$ cat src/rtl/stream_scaled_accumulator.sv
// Multi-lane streaming accumulator: sums signed beats per lane with saturation, then
// rounds, scales and clamps one result per transaction behind a valid/ready handshake.
module stream_scaled_accumulator #(
  parameter int LANES     = 4,
  parameter int IN_WIDTH  = 16,
  parameter int ACC_WIDTH = 32,
  parameter int OUT_WIDTH = 16,
  parameter int OUT_SCALE = 0,
  parameter int ROUND     = 1
) (
  input  logic                           clk,
  input  logic                           arst_n_in,
  input  logic                           in_valid,
  output logic                           in_ready,
  input  logic                           in_last,
  input  logic [LANES*IN_WIDTH-1:0]      in_data,
  output logic                           out_valid,
  input  logic                           out_ready,
  output logic [LANES*OUT_WIDTH-1:0]     out_data,
  output logic [LANES-1:0]               out_sat
);

  // state    | meaning
  // S_IDLE   | waiting for the first beat of a transaction
  // S_ACCUM  | mid-transaction, adding beats into the accumulators
  // S_OUTPUT | result presented, waiting for out_ready
  typedef enum logic [1:0] {
    S_IDLE   = 2'd0,
    S_ACCUM  = 2'd1,
    S_OUTPUT = 2'd2
  } state_e;

  localparam logic [ACC_WIDTH:0] ACC_MAX = {2'b00, {(ACC_WIDTH-1){1'b1}}};
  localparam logic [ACC_WIDTH:0] ACC_MIN = {2'b11, {(ACC_WIDTH-1){1'b0}}};
  localparam logic [ACC_WIDTH:0] OUT_MAX = {{(ACC_WIDTH-OUT_WIDTH+2){1'b0}}, {(OUT_WIDTH-1){1'b1}}};
  localparam logic [ACC_WIDTH:0] OUT_MIN = {{(ACC_WIDTH-OUT_WIDTH+2){1'b1}}, {(OUT_WIDTH-1){1'b0}}};
  localparam int                 RND_SH  = (OUT_SCALE > 0) ? OUT_SCALE - 1 : 0;
  localparam logic [ACC_WIDTH:0] RND_ONE = {{ACC_WIDTH{1'b0}}, 1'b1};
  localparam logic [ACC_WIDTH:0] RND     = (ROUND != 0 && OUT_SCALE > 0) ? (RND_ONE << RND_SH) : '0;

  state_e                               state_q, state_d;
  logic [LANES-1:0][ACC_WIDTH-1:0]      acc_q, acc_d, acc_nxt;
  logic [LANES-1:0]                     sticky_q, sticky_d;
  logic                                 in_ready_q, in_ready_d;
  logic                                 out_valid_q, out_valid_d;
  logic [LANES*OUT_WIDTH-1:0]           out_data_q, out_data_d;
  logic [LANES-1:0]                     out_sat_q, out_sat_d;
  logic [LANES-1:0][OUT_WIDTH-1:0]      res;
  logic [LANES-1:0]                     acc_clamp, out_clamp;
  logic                                 accept;

  assign accept = in_valid && in_ready_q;

  // Per-lane datapath: next accumulator value and the result it would produce if this
  // beat is the last one. Sums are formed one bit wider so overflow is visible.
  for (genvar i = 0; i < LANES; i++) begin : g_lane
    logic [IN_WIDTH-1:0]  x;
    logic [ACC_WIDTH:0]   x_ext, acc_ext, sum, v, sh;
    logic                 sum_hi, sum_lo, o_hi, o_lo;

    assign x       = in_data[i*IN_WIDTH +: IN_WIDTH];
    assign x_ext   = {{(ACC_WIDTH+1-IN_WIDTH){x[IN_WIDTH-1]}}, x};
    assign acc_ext = {acc_q[i][ACC_WIDTH-1], acc_q[i]};
    assign sum     = acc_ext + x_ext;
    assign sum_hi  = $signed(sum) > $signed(ACC_MAX);
    assign sum_lo  = $signed(sum) < $signed(ACC_MIN);

    assign acc_nxt[i]   = (state_q == S_IDLE) ? x_ext[ACC_WIDTH-1:0] :
                          sum_hi ? ACC_MAX[ACC_WIDTH-1:0] :
                          sum_lo ? ACC_MIN[ACC_WIDTH-1:0] : sum[ACC_WIDTH-1:0];
    assign acc_clamp[i] = (state_q != S_IDLE) && (sum_hi || sum_lo);

    assign v    = {acc_nxt[i][ACC_WIDTH-1], acc_nxt[i]} + RND;
    assign sh   = $signed(v) >>> OUT_SCALE;
    assign o_hi = $signed(sh) > $signed(OUT_MAX);
    assign o_lo = $signed(sh) < $signed(OUT_MIN);

    assign res[i]       = o_hi ? OUT_MAX[OUT_WIDTH-1:0] :
                          o_lo ? OUT_MIN[OUT_WIDTH-1:0] : sh[OUT_WIDTH-1:0];
    assign out_clamp[i] = o_hi || o_lo;
  end

  always_comb begin
    state_d     = state_q;
    acc_d       = acc_q;
    sticky_d    = sticky_q;
    out_valid_d = out_valid_q;
    out_data_d  = out_data_q;
    out_sat_d   = out_sat_q;
    case (state_q)
      S_IDLE, S_ACCUM: begin
        if (accept) begin
          acc_d    = acc_nxt;
          sticky_d = (state_q == S_ACCUM) ? (sticky_q | acc_clamp) : '0;
          if (in_last) begin
            state_d     = S_OUTPUT;
            out_valid_d = 1'b1;
            out_data_d  = res;
            out_sat_d   = sticky_d | out_clamp;
          end else begin
            state_d = S_ACCUM;
          end
        end
      end
      S_OUTPUT: begin
        if (out_ready) begin
          out_valid_d = 1'b0;
          state_d     = S_IDLE;
        end
      end
      default: state_d = S_IDLE;
    endcase
    // Registered so it stays low through reset and rises on the first edge after release.
    in_ready_d = (state_d != S_OUTPUT);
  end

  always_ff @(posedge clk or negedge arst_n_in) begin
    if (!arst_n_in) begin
      state_q     <= S_IDLE;
      acc_q       <= '0;
      sticky_q    <= '0;
      in_ready_q  <= 1'b0;
      out_valid_q <= 1'b0;
      out_data_q  <= '0;
      out_sat_q   <= '0;
    end else begin
      state_q     <= state_d;
      acc_q       <= acc_d;
      sticky_q    <= sticky_d;
      in_ready_q  <= in_ready_d;
      out_valid_q <= out_valid_d;
      out_data_q  <= out_data_d;
      out_sat_q   <= out_sat_d;
    end
  end

  assign in_ready  = in_ready_q;
  assign out_valid = out_valid_q;
  assign out_data  = out_data_q;
  assign out_sat   = out_sat_q;

endmodule

$ cat config.mk
export PLATFORM = sky130hd
export DESIGN_NAME = stream_scaled_accumulator
export DESIGN_NICKNAME = d
export VERILOG_FILES = /design/src/rtl/stream_scaled_accumulator.sv
export SDC_FILE = /design/constraint.sdc
export NUM_CORES = 1
export LEC_CHECK = 0
export BUFFER_PORTS_ARGS = -buffer_cell sky130_fd_sc_hd__buf_2
export CORE_AREA = 2 2 275 277
export DETAILED_ROUTE_END_ITERATION = 8
export DIE_AREA = 0 0 277 279
export PLACE_DENSITY = 0.38
export SYNTH_ARGS = -nofsm -noshare
export SYNTH_HDL_FRONTEND = slang
export SYNTH_SLANG_ARGS = --single-unit
$ cat constraint.sdc
create_clock -name clk -period 11.2 [get_ports clk]
set_input_delay 2.24 -clock clk [delete_from_list [all_inputs] [get_ports clk]]
set_output_delay 2.24 -clock clk [all_outputs]
set_load 0.1 [all_outputs]
==> Word-level counts from Yosys, hierarchy flattened <==
Cells that the tools add are included.
{ "totals": {"output_inout_bits": 70, "ff_bits": 204, "elab_cells": 87} }
{ "classes": {"n_addsub": 4, "n_eq_ne": 6, "magnitude_cmp": 16, "n_reduce_logical": 20, "mux": 29, "bitwise_logic": 2} }
{ "op_table": {"columns": ["operator", "n"], "rows": [
  ["$mux 32", 12],
  ["$add 32x16->33", 4],
  ["$gt 33x32->1 const B", 4],
  ["$lt 33x32->1 const B", 4],
  ["$gt 32x16->1 const B", 4],
  ["$lt 32x16->1 const B", 4],
  ["$mux 16", 8],
  ["$logic_or 1x1->1", 8],
  ["$ne 2x2->1 const B", 4],
  ["$or 4x4->4", 2],
  ["$mux 2", 3],
  ["$logic_and 1x1->1", 5],
  ["$mux 4", 1],
  ["$pmux 2 s2", 1],
  ["$reduce_and 4->1", 1],
  ["$reduce_bool 2->1", 2],
  ["$mux 1", 3],
  ["$reduce_and 3->1", 1],
  ["$eq 2x1->1 const B", 1],
  ["$eq 2x2->1 const B", 1],
  ["$logic_not 2->1", 1],
  ["$pmux 1 s2", 1],
  ["$reduce_and 2->1", 1],
  ["$reduce_or 2->1", 1]
]} }

==> Depth between registers and ports, before layout <==
Gate-level depths: netlist (run 1).
{ "logic_depth": {"word_depth": 8, "depth_mapped": 17, "mapped_depth_nobuf": 14} }

==> Worst setup path after synthesis (run 1) <==
Ideal clock, no wire load.
{ "synth_timing": {"kind": "input to register", "from": "in in_data[16]", "to": "reg out_data_q[21], in the netlist out_data[21]", "required_time_ps": 11074, "setup_ps": 126, "arrival_ps": 5320, "path_stages": 15, "slack_ps": 5753, "cell_sequence": "ha_1 > inv_1 > fa_1 > and2b_1 > o211ai_2 > a2111o_1 > a2111oi_0 > or3_1 > xnor2_1 > nand2_1 > nor4_1 > a31oi_4 > buf_4 > nor4_1 > nor2_1"} }
{ "synth_between": {"elab_chain_len": 8, "word_cells_on_any_way": 10, "cone_classes": "1 x add/sub; 4 x order compare; 5 x mux"} }
{ "synth_rtl": {"columns": ["element", "line", "rtl"], "rows": [
  ["start: declaration", "16", "input logic [LANES*IN_WIDTH-1:0] in_data,"],
  ["$add 32x16->33", "64", "assign sum = acc_ext + x_ext;"],
  ["$lt 33x32->1", "66", "assign sum_lo = $signed(sum) < $signed(ACC_MIN);"],
  ["$mux 32", "70", "sum_lo ? ACC_MIN[ACC_WIDTH-1:0] : sum[ACC_WIDTH-1:0];"],
  ["$mux 32", "69", "sum_hi ? ACC_MAX[ACC_WIDTH-1:0] :"],
  ["$mux 32 *", "68", "assign acc_nxt[i] = (state_q == S_IDLE) ? x_ext[ACC_WIDTH-1:0] :"],
  ["$lt 32x16->1", "76", "assign o_lo = $signed(sh) < $signed(OUT_MIN);"],
  ["$mux 16", "79", "o_lo ? OUT_MIN[OUT_WIDTH-1:0] : sh[OUT_WIDTH-1:0];"],
  ["$mux 16 *", "78", "assign res[i] = o_hi ? OUT_MAX[OUT_WIDTH-1:0] :"],
  ["end signal: assignment", "132", "out_data_q <= out_data_d;"],
  ["end: declaration", "46", "logic [LANES*OUT_WIDTH-1:0] out_data_q, out_data_d;"]
]} }
Every way passes the cells marked *; elsewhere a longest branch is shown, timed or not.
A chain may end at the register's enable or synchronous reset.

==> Worst setup path after layout (run 1) <==
{ "layout_timing": {"from": "in in_data[63]", "to": "reg out_data_q[61], in the netlist out_data[61]"} }
The elaborated chain is that of the path after synthesis.

==> flow_metrics.tcl, run 1 <==
set metrics [dict create \
    fmax_mhz 152 \
    worstSetupStartpointType "primary input" \
    via_count 18100 \
    grt_start_max_net_pins 86 \
    coreArea_um2 74100 \
    r2r_cells 14 \
    gp_congestion 0.878 \
    critPathArrivalTime_ns 7.00 \
    avgSynthCellArea_um2 7.79 \
    stdcell_area_um2 21000 \
    worst_setup_path_end_kind "register" \
    status "finished, final reports clean" \
    clk_pin_slew_worst_paths_ns 0.06 \
    synth_warnings 0 \
    die_w_um 277 \
    hold_viol 0 \
    post-route-util_pct 28.3 \
    synth-edff-count 0 \
    yosysTopAreaCell "dfrtp_1" \
    cts_tree "done" \
    yosysMostFrequentCell "nand2_1" \
    drt_iter0_drc 1164 \
    cts_setup_buffers 0 \
    synth_cell_type_count 111 \
    whs_path_depth 2 \
    seqCellArea_um2 5100 \
    die_area_um2 77300 \
    required_ns 11.61 \
    fp-row-count 100 \
    grt_first_pass_wirelength_um 109000 \
    antenna_found_initial 7 \
    fin_skew_ns 0.0211 \
    whs_ns 0.474 \
    dpl.hpwl_um 51500 \
    initial_core_util_pct 24.8 \
    die_y_um 279 \
    routed_wl_um 69400 \
    r2r-end "out_data[61]" \
    netlist.area_leader.share_pct 27.8 \
    clock_latency_ns 0.59 \
    slew_headroom_pct 16.4 \
    crit_path_max_fanout 20 \
    synthFlopType "dfrtp_1" \
    slew_violations 0 \
    finalNetCount 2621 \
    boundaryPins 139 \
    syn-num-nets 2563 \
    cts.htree.levels 1 \
    min_to "sticky_q[0]" \
    drive_gt1_share_pct 12.0 \
    post_drt_wl_per_cell_um 20.3 \
    synthTopCellsByArea "dfrtp_1 28%, ha_1 8.7%, nand2_1 6.6%, a21oi_1 6.5%, nor2_1 5.1%" \
    rsz0062_at_grt "false" \
    grt_pass1_vias 18400 \
    worstHoldPathType "register to register" \
    grt_usage_pct 17.6 \
    tightest_slew_ns 1.25 \
    cts_hold_buf 0 \
    period_minus_slack_ns 6.59 \
    netlist_instances 2362 \
    cts_buffers 30 \
    cap_violations 0 \
    clkSinkCount 204 \
    port_buffers 138 \
    ys_ff_latch 204 \
    ctsResizeCount 0 \
    clock-root-buffer "clkbuf_16" \
    r2r-start "acc_q[96]" \
    drc 0 \
    vias_per_cell 5.31 \
    setup-violations-final 0 \
    fillers 8093 \
    synth_commonest_cells "323 x nand2_1, 252 x nor2_1, 238 x a21oi_1, 204 x dfrtp_1, 178 x o21ai_0" \
    synth_area_um2 18400 \
    min_period_over_period_pct 58.8 \
    min-delay-start "sticky_q[0]" \
    dr.pass1.iters 7 \
    critical_path_class "primary input to register" \
    dpl_cell_area_um2 19900 \
    finalSetupTns_ns 0 \
    multi_input_area_um2 12600 \
    synthArstFlopShare_pct 100 \
    regToRegSetupSlack_ns 6.03 \
    cts_max_path_buffers 3 \
    area_growth_pct 14.0 \
    ant_nets 0 \
    grt.overflow.total 0 \
    yosysSeqAreaShare_pct 27.8 \
]
logic make-up (layout without fill, tap and decap cells):
kind of cell | after synthesis | count (layout) | share of synthesized area [%]
other cells | 0 | 1 | 0
compound gates | 833 | 833 | 30.3
flops | 204 | 204 | 27.8
buf+inv | 175 | 257 | 4.02
mux | 14 | 14 | 0.803
simple gates | 908 | 908 | 23.4
fa+ha+maj | 134 | 134 | 9.25
xor+xnor | 94 | 94 | 4.48
cells in the final DEF, fill, tap and decap left out, types with 49 or more instances in the layout:
cell type	Yosys	routed
o21ai_0	178	178
xnor2_1	57	57
nand2_1	323	322
dfrtp_1	204	204
a21oi_1	238	238
nand3_1	49	49
nor3_1	52	52
nor2_1	252	250
buf_2	32	137
ha_1	128	128
a21o_1	59	59
state kept, by name, summed over array words and instances, names as in the netlist:
signal	count
state_q	2
out_data	64
in_ready	1
sticky_q	4
out_sat	4
acc_q	128
out_valid	1
critical path, cell delays in order:
cell	delay [ns]
buf_2	0.37
ha_1	0.39
a21oi_1	0.18
o31a_1	0.14
o21ai_0	0.17
o311ai_1	0.52
a21oi_1	0.15
o22ai_1	0.86
nand2_1	0.49
nand2_1	0.31
o221ai_1	0.18
o21ai_2	0.77
o22ai_1	0.21
through the flow:
step | instances | setup WS [ns]
2_1_floorplan | 2362 | 5.75
3_3_place_gp | 3357 | 4.23
3_5_place_dp | 3357 | 4.00
4_1_cts | 3413 | 4.63
5_1_grt | 3414 | 4.09
6_report | 3414 | 4.61
final cells by class:
cell class | instances | area share, %
Sequential cell | 204 | 24.4
Timing Repair Buffer | 153 | 3.88
Inverter | 48 | 0.860
Tap cell | 969 | 5.78
Antenna cell | 1 | 0.0119
Multi-Input combinational cell | 1983 | 60.0
Clock inverter | 13 | 0.931
Clock buffer | 43 | 4.20
how the worst max path moves through the flow:
stage	cells after the start	slack, ns	end	startpoint
floorplan	15	5.75	out_data[21]	in_data[16]
global placement	12	4.23	out_data[59]	in_data[63]
detailed placement	13	4.00	out_data[61]	in_data[63]
CTS	13	4.63	out_data[61]	in_data[63]
global route	13	4.09	out_data[61]	in_data[63]
finish	13	4.61	out_data[61]	in_data[63]
metal layers:
metal | share of wire (%) | global-route usage, % | vias up | routed length, µm
met4 | 2.2 | 4.46 | 6 | 1510
li1 | - | - | 8820 | -
met3 | 4.4 | 2.56 | 93 | 3030
met2 | 46 | 29.3 | 383 | 31900
met5 | 0.058 | 0 | - | 40
met1 | 47 | 23.7 | 8825 | 33000
Power of run 1 is left out: the tool's default activity adds up to more than one toggle a clock period on the data nets, which glitch-free logic cannot reach.
==> run 2: changes to the inputs <==
Settings changed: PLACE_DENSITY 0.38 to 0.39.
Clock period 11.2 ns to 5.82 ns, I/O delays scaled along.
==> run 2 against run 1 <==
  * Sequential cell count unchanged
  * Clock-buffer cell count shrank 1
  * Global-route usage increased by 0.081 points
  * Final cell count increased by 0.64%
  * Register-to-register slack got worse by 4.8 ns
  * Routed wire length up 0.19%
  * Critical endpoint is now out_data[36]
  * Final area grew 0.68%
  * Critical path depth fell by 1
  * First-iteration DRC count rose by 0.34%
  * Non-clock buffer count rose by 22
  * Via count rose by 1.1%
  * Worst hold slack improved by 0.0055 ns
==> flow_metrics.tcl, run 2 (synthesis results as in run 1) <==
set metrics [dict create \
    gp_congestion 0.873 \
    die_area_um2 77300 \
    clock_latency_ns 0.59 \
    post_drt_wl_per_cell_um 20.2 \
    critPathArrivalTime_ns 5.41 \
    antenna_found_initial 9 \
    dpl.hpwl_um 52000 \
    fmax_mhz 201 \
    routed_wl_um 69500 \
    cts_buffers 30 \
    layout_common_cells "322 x nand2_1, 250 x nor2_1, 238 x a21oi_1, 204 x dfrtp_1, 178 x o21ai_0" \
    grt.overflow.total 0 \
    post-route-util_pct 28.5 \
    mostFrequentLayoutCell "nand2_1" \
    dr.pass1.iters 5 \
    worstHoldPathType "register to register" \
    via_count 18300 \
    top_register "acc_q" \
    area_growth_pct 14.7 \
    cap_violations 0 \
    setup-violations-final 0 \
    status "finished, final reports clean" \
    vias_per_cell 5.33 \
    ant_nets 0 \
    finalSetupTns_ns 0 \
    worst_setup_path_end_kind "register" \
    tightest_slew_ns 1.14 \
    rsz0062_at_grt "false" \
    cts_max_path_buffers 3 \
    period_minus_slack_ns 4.97 \
    hold_viol 0 \
    drc 0 \
    cts_hold_buf 0 \
    fp-row-count 100 \
    cts_setup_buffers 0 \
    grt_first_pass_wirelength_um 109000 \
    fin_skew_ns 0.0130 \
    initial_core_util_pct 24.8 \
    port_buffers 138 \
    critical_path_class "primary input to register" \
    boundaryPins 139 \
    required_ns 6.26 \
    cts_tree "done" \
    worstSetupStartpointType "primary input" \
    ctsResizeCount 0 \
    finalNetCount 2643 \
    min_period_over_period_pct 85.4 \
    grt_start_max_net_pins 138 \
    die_w_um 277 \
    cts.htree.levels 1 \
    clk_pin_slew_worst_paths_ns 0.06 \
    die_y_um 279 \
    clkSinkCount 204 \
    drt_iter0_drc 1168 \
    slew_violations 0 \
    coreArea_um2 74100 \
    slew_headroom_pct 23.1 \
    grt_usage_pct 17.7 \
    drive_gt1_share_pct 12.8 \
    crit_path_max_fanout 25 \
    largest_reg_flops 128 \
    grt_pass1_vias 18700 \
    clock-root-buffer "clkbuf_16" \
]
==> run 2: changes by cell type in the layout (fill, tap and decap cells not counted), sizes merged <==
cell    before  now
buf        153  175
bufinv       5    3
clkbuf      43   42
clkinv       6    7
diode        1    2
inv         48   49
==> run 2: final timing paths <==
path / startpoint / endpoint / slack, ns / cells after the start
setup / recovery: in_data[47] / out_data[36] / 0.85 / 12
hold / removal: acc_q[74] / acc_q[74] / 0.48 / 1
setup reg to reg: acc_q[96] / out_data[56] / 1.20 / 14
hold reg to reg: acc_q[74] / acc_q[74] / 0.48 / 1
max in group asynchronous: arst_n_in / out_data[46] / 3.98 / 2
min in group asynchronous: arst_n_in / acc_q[106] / 0.51 / 1
==> run 2: layer usage <==
metal	share of wire [%]	vias to the layer above	track usage, %	wire length (µm)
li1	-	8876	-	-
met1	48	8908	24.0	33200
met2	45	435	29.1	31400
met3	4.7	97	2.80	3240
met4	2.3	12	4.52	1600
met5	0.10	-	0	72
==> run 2: final cells by class <==
cell class	count	area, µm²
Clock inverter	13	149
Inverter	48	180
Clock buffer	42	877
Tap cell	969	1210
Antenna cell	2	5.00
Timing Repair Buffer	175	1000
Sequential cell	204	5100
Fill cell	8082	53000
Multi-Input combinational cell	1983	12600
==> run 2: through the flow <==
step / std cells / worst slack [ns] / hold slack (ns) / area, µm²
detailed placement: 3379 / 0.247 / 0.470 / 20100
floorplan: 2362 / 1.45 / 0.443 / 18400
global route: 3436 / 0.439 / 0.501 / 21100
finish: 3436 / 0.850 / 0.480 / 21100
global placement: 3379 / 0.383 / 0.460 / 20100
CTS: 3434 / 0.892 / 0.485 / 21100
==> run 2: worst max-delay path: stages <==
cell and delay [ns]:
buf_2 0.25, ha_1 0.59, nand4_1 0.24, or3_1 0.47
nor4b_2 0.47, a2111oi_4 0.13, o211a_4 0.21, nor2_4 0.55
nand4_1 0.31, o31ai_4 0.45, and2_1 0.44, a21oi_1 0.12
Power of run 2 is left out for the same reason.
